[config.mk]
export PLATFORM = sky130hd
export DESIGN_NAME = sync_fifo
export DESIGN_NICKNAME = d
export VERILOG_FILES = /design/src/rtl/sync_fifo.sv
export SDC_FILE = /design/constraint.sdc
export NUM_CORES = 1
export LEC_CHECK = 0
export BUFFER_PORTS_ARGS = -buffer_cell sky130_fd_sc_hd__clkbuf_2
export CORE_MARGIN = 3
export CORE_UTILIZATION = 25
export CTS_BUF_LIST = sky130_fd_sc_hd__clkbuf_16
export DETAILED_ROUTE_END_ITERATION = 10
export RECOVER_POWER = 100
export SETUP_SLACK_MARGIN = 0.1
export SYNTH_ARGS = -nofsm -noshare
export SYNTH_HDL_FRONTEND = slang
export SYNTH_SLANG_ARGS = --single-unit
[constraint.sdc]
create_clock -name clk -period 3.1 [get_ports clk]
set_input_delay 0.155 -clock clk [delete_from_list [all_inputs] [get_ports clk]]
set_output_delay 0.155 -clock clk [all_outputs]
set_load 0.005 [all_outputs]
[src/rtl/sync_fifo.sv]
// sync_fifo: single-clock FIFO with registered read data and status; SYNC_FIFO_STICKY_ERR_EN makes overflow/underflow sticky.
// Latency: data_out, wr_ack, overflow and underflow are registered one edge after the request; flags follow count combinationally.
// Backpressure: a write while full or a read while empty is dropped and reported; the other side of a simultaneous request proceeds.
module sync_fifo #(
   parameter int FIFO_WIDTH = 16,
   parameter int FIFO_DEPTH = 8
) (
   input  logic                  clk,
   input  logic                  rst,
   input  logic [FIFO_WIDTH-1:0] data_in,
   input  logic                  wr_en,
   input  logic                  rd_en,
   output logic [FIFO_WIDTH-1:0] data_out,
   output logic                  wr_ack,
   output logic                  overflow,
   output logic                  underflow,
   output logic                  full,
   output logic                  almostfull,
   output logic                  empty,
   output logic                  almostempty
);

   localparam int AW = $clog2(FIFO_DEPTH);
   localparam int CW = AW + 1;
   localparam logic [AW-1:0] LAST_PTR  = AW'(FIFO_DEPTH - 1);
   localparam logic [CW-1:0] DEPTH_CNT = CW'(FIFO_DEPTH);
   localparam logic [CW-1:0] ONE_CNT   = CW'(1);

   logic [FIFO_WIDTH-1:0] mem [FIFO_DEPTH];
   logic [AW-1:0]         wr_ptr;
   logic [AW-1:0]         rd_ptr;
   logic [CW-1:0]         count;
   logic                  wr_ok;
   logic                  rd_ok;

   assign wr_ok = wr_en && (count != DEPTH_CNT);
   assign rd_ok = rd_en && (count != '0);

   assign full        = (count == DEPTH_CNT);
   assign almostfull  = (count == DEPTH_CNT - ONE_CNT);
   assign empty       = (count == '0);
   assign almostempty = (count == ONE_CNT);

   // Storage is deliberately not reset; count=0 keeps stale words unreachable.
   always_ff @(posedge clk) begin
      if (!rst && wr_ok) begin
         mem[wr_ptr] <= data_in;
      end
   end

   always_ff @(posedge clk) begin
      if (rst) begin
         wr_ptr    <= '0;
         rd_ptr    <= '0;
         count     <= '0;
         data_out  <= '0;
         wr_ack    <= 1'b0;
         overflow  <= 1'b0;
         underflow <= 1'b0;
      end else begin
         wr_ack <= wr_ok;
         if (wr_ok) begin
            wr_ptr <= (wr_ptr == LAST_PTR) ? '0 : wr_ptr + 1'b1;
         end
         if (rd_ok) begin
            data_out <= mem[rd_ptr];
            rd_ptr   <= (rd_ptr == LAST_PTR) ? '0 : rd_ptr + 1'b1;
         end
         case ({wr_ok, rd_ok})
            2'b10:   count <= count + ONE_CNT;
            2'b01:   count <= count - ONE_CNT;
            default: count <= count;
         endcase
`ifdef SYNC_FIFO_STICKY_ERR_EN
         overflow  <= overflow  | (wr_en && !wr_ok);
         underflow <= underflow | (rd_en && !rd_ok);
`else
         overflow  <= wr_en && !wr_ok;
         underflow <= rd_en && !rd_ok;
`endif
      end
   end

endmodule

==> flow_summary.toml <==
[outcome]
status = "complete, but fails checks"
violations = "max-capacitance violations, max-slew violations"

[final_layout]
layout-drive-gt1-share_pct = 11.7
diodes = 0
syn2layout_area_growth_pct = 19.1
regArea_um2 = 4420
layout.nets = 451
fin_util_pct = 30.6
fillCellCount = 2329
multi_input_area_um2 = 1500

[critical_path]
path_buf_inv = 1
startpoint_type = "flip-flop"
critPathMaxStageDelay_ns = 1.34
arrival_ns = 2.98
critical_path.top_delay_family = "flip-flops"
crit_fanout = 27
crit_chain = "buf_4 > mux2i_1 > a22oi_1 > a32o_1"
critical_path.slowest_cell = "dfxtp_1"
path_class = "reg -> reg"
cp-end-kind = "flip-flop"
crit_required_ns = 3.41

[logic_synthesis]
yosysWarnings = 0
synth_ff_type = "edfxtp_1"
ys_types = 33
async_flop_share_pct = 0
synth_top_area_share_pct = 63.5
synth.largest_area_cell = "edfxtp_1"
ys_top_cells_by_area = "edfxtp_1, mux2i_1, dfxtp_1"
netlist_instances = 364
syn-num-nets = 392
avgSynthCellArea_um2 = 16.6
synth_edf_count = 128
yosysSeqAreaShare_pct = 73.0
synth.cell_area_um2 = 6060
ys_ff_latch = 157

[detailed_routing]
avgViaCountPerCell = 4.37
drtAntennaViolNets = 0
wl_mm = 12.7
wire_per_inst_um = 16.8
post-route-drc-count = 0
vias = 3301
drtPass1Iterations = 4
drt_iter0_drc = 189

[pwr]
seq_power_share_pct = 46.4
p_leak_uw = 0.00229
combinationalPowerShare_pct = 15.8
p_total_uw = 5460
p_int_uw = 4060
pwr-share-clk_pct = 37.8
power.density_nw_per_um2 = 757
peakVddDrop_mv = 0.299
power_switching_uw = 1400
p_sw_share_pct = 25.6

[floorplan]
ios = 43
die_area_um2 = 26100
rows = 56
die_w_um = 162
start_util_pct = 25.7
core_area_um2 = 23600
fp.dieH_um = 162

[job]
drv_cap = 1

[grt]
antenna_found_initial = 0
grt_pass1_wl_mm = 19.4
grt_usage_pct = 10.1
grt-ovfl-total = 0
grt_max_degree = 28
grt_pass1_vias = 3370

[placed_design]
globalplace.congestion = 0.724
io_buffers = 42
place.detailed.hpwl_mm = 7.96

[clock_network]
ctsRootBufferMaster = "clkbuf_16"
htreeDepth = 4
cts-buffers-inserted = 17
post_cts_resized = 0
clock-sinks = 157
cts_tree = "done"
insertion_delay_ns = 0.42
clk_pin_slew_ns = 0.06
cts_buffer_depth = 2

[timing]
rsz0062_at_grt = "false"
setup_tns_ns = 0
min_period_ns = 2.67
slew_headroom_pct = -2.15
maxSlewViolCount = 28
skew_ns = 0.0160
worstMarginPinSlew_ns = 1.53
finalCritPeriodShare_pct = 86.2
finalHoldViolations = 0
max_freq_mhz = 374
setup_viol = 0

[hold_path]
worstHoldPathType = "in -> reg"
path summary, 6_finish.rpt:
path | endpoint | cells after the start | start | slack (ns)
setup / recovery | data_out[9] | 4 | rd_ptr[0] | 0.43
hold / removal | wr_ptr[2] | 3 | wr_en | 0.04
setup reg to reg | data_out[9] | 4 | rd_ptr[0] | 0.43
hold reg to reg | data_out[3] | 1 | data_out[3] | 0.47
metal layers:
layer	up-vias	GRT usage (%)	routed length, um
li1	1559	-	-
met1	1654	12.3	5490
met2	79	16.6	6230
met3	9	3.39	832
met4	0	3.64	116
met5	-	0	0
worst register-to-register path, stage by stage (launching register included):
cell     delay [ns]
dfxtp_1        1.34
buf_4          0.55
mux2i_1        0.26
a22oi_1        0.11
a32o_1         0.30
metrics by stage:
step | cell area [um2] | setup WS, ns | hold WS [ns] | cells
after floorplan | 6060 | 0.253 | 0.254 | 364
after global placement | 6680 | 0.738 | 0.433 | 722
after detailed placement | 6680 | 0.638 | 0.441 | 722
after CTS | 7290 | 0.627 | 0.00623 | 755
after global routing | 7220 | 0.243 | 0.0357 | 755
final | 7220 | 0.429 | 0.0427 | 755
logic make-up (layout without fill, tap and decap cells):
family | Yosys count | after routing | synth area share [%]
flops | 157 | 157 | 73.0
mux | 65 | 65 | 10.7
compound gates | 59 | 59 | 7.75
simple gates | 48 | 48 | 4.11
buf+inv | 24 | 96 | 2.27
fa+ha+maj | 8 | 8 | 1.65
xor+xnor | 3 | 3 | 0.434
layout make-up:
| type | instances | area share [%] |
|---|---|---|
| flip-flops and latches | 157 | 61.3 |
| clock buffers | 17 | 5.90 |
| well taps | 319 | 5.53 |
| inverters | 5 | 0.260 |
| repair buffers | 59 | 3.81 |
| clock inverters | 15 | 2.39 |
| multi-input cells | 183 | 20.8 |
what timing repair did:
item / in CTS / in global routing
hold buffers: 1 / 0
buffers inserted: 0 / 0
hold endpoints to repair: 8 / 0
cells in the final DEF, fill, tap and decap left out, drive strengths merged:
cell type / synthesis / final
or4b: 1 / 1
ha: 8 / 8
o21ai: 1 / 1
xor2: 2 / 2
nand2b: 4 / 4
buf: 14 / 9
dlygate4sd3: 0 / 1
edfxtp: 128 / 128
xnor2: 1 / 1
bufinv: 0 / 3
and2: 1 / 1
nand2: 11 / 11
clkinvlp: 0 / 4
nor3: 2 / 2
a32o: 16 / 16
clkbuf: 5 / 66
a21oi: 9 / 9
or3b: 1 / 1
nand4b: 3 / 3
nor2: 15 / 15
mux2i: 65 / 65
or3: 4 / 4
nor2b: 2 / 2
a22oi: 32 / 32
clkinv: 0 / 5
nand3: 2 / 2
dfxtp: 29 / 29
nand3b: 1 / 1
inv: 5 / 8
a211oi: 1 / 1
nor3b: 1 / 1
power by group through the flow:
stage               clock network [uW]  logic (uW)  registers (uW)
finish                            2060         864            2530
global route                      2220         960            2550
CTS                               2120         895            2530
detailed placement                   0         892            2580
global placement                     0         857            2570
floorplan                            0         693            2510
registers in the layout (all words and copies together), names as in the netlist:
| name | count |
|---|---|
| wr_ptr | 3 |
| underflow | 1 |
| mem | 128 |
| count | 4 |
| overflow | 1 |
| data_out | 16 |
| wr_ack | 1 |
| rd_ptr | 3 |
cell usage after synthesis (3+ instances only):
cell	instances
a21oi_1	8
a22oi_1	32
a32o_1	16
buf_2	5
buf_4	5
buf_6	3
clkbuf_1	5
dfxtp_1	29
edfxtp_1	128
ha_1	8
inv_1	4
mux2i_1	65
nand2_1	11
nand2b_1	4
nand4b_1	3
nor2_1	14
or3_1	4
Note: power is estimated with default switching activity, not from simulation.
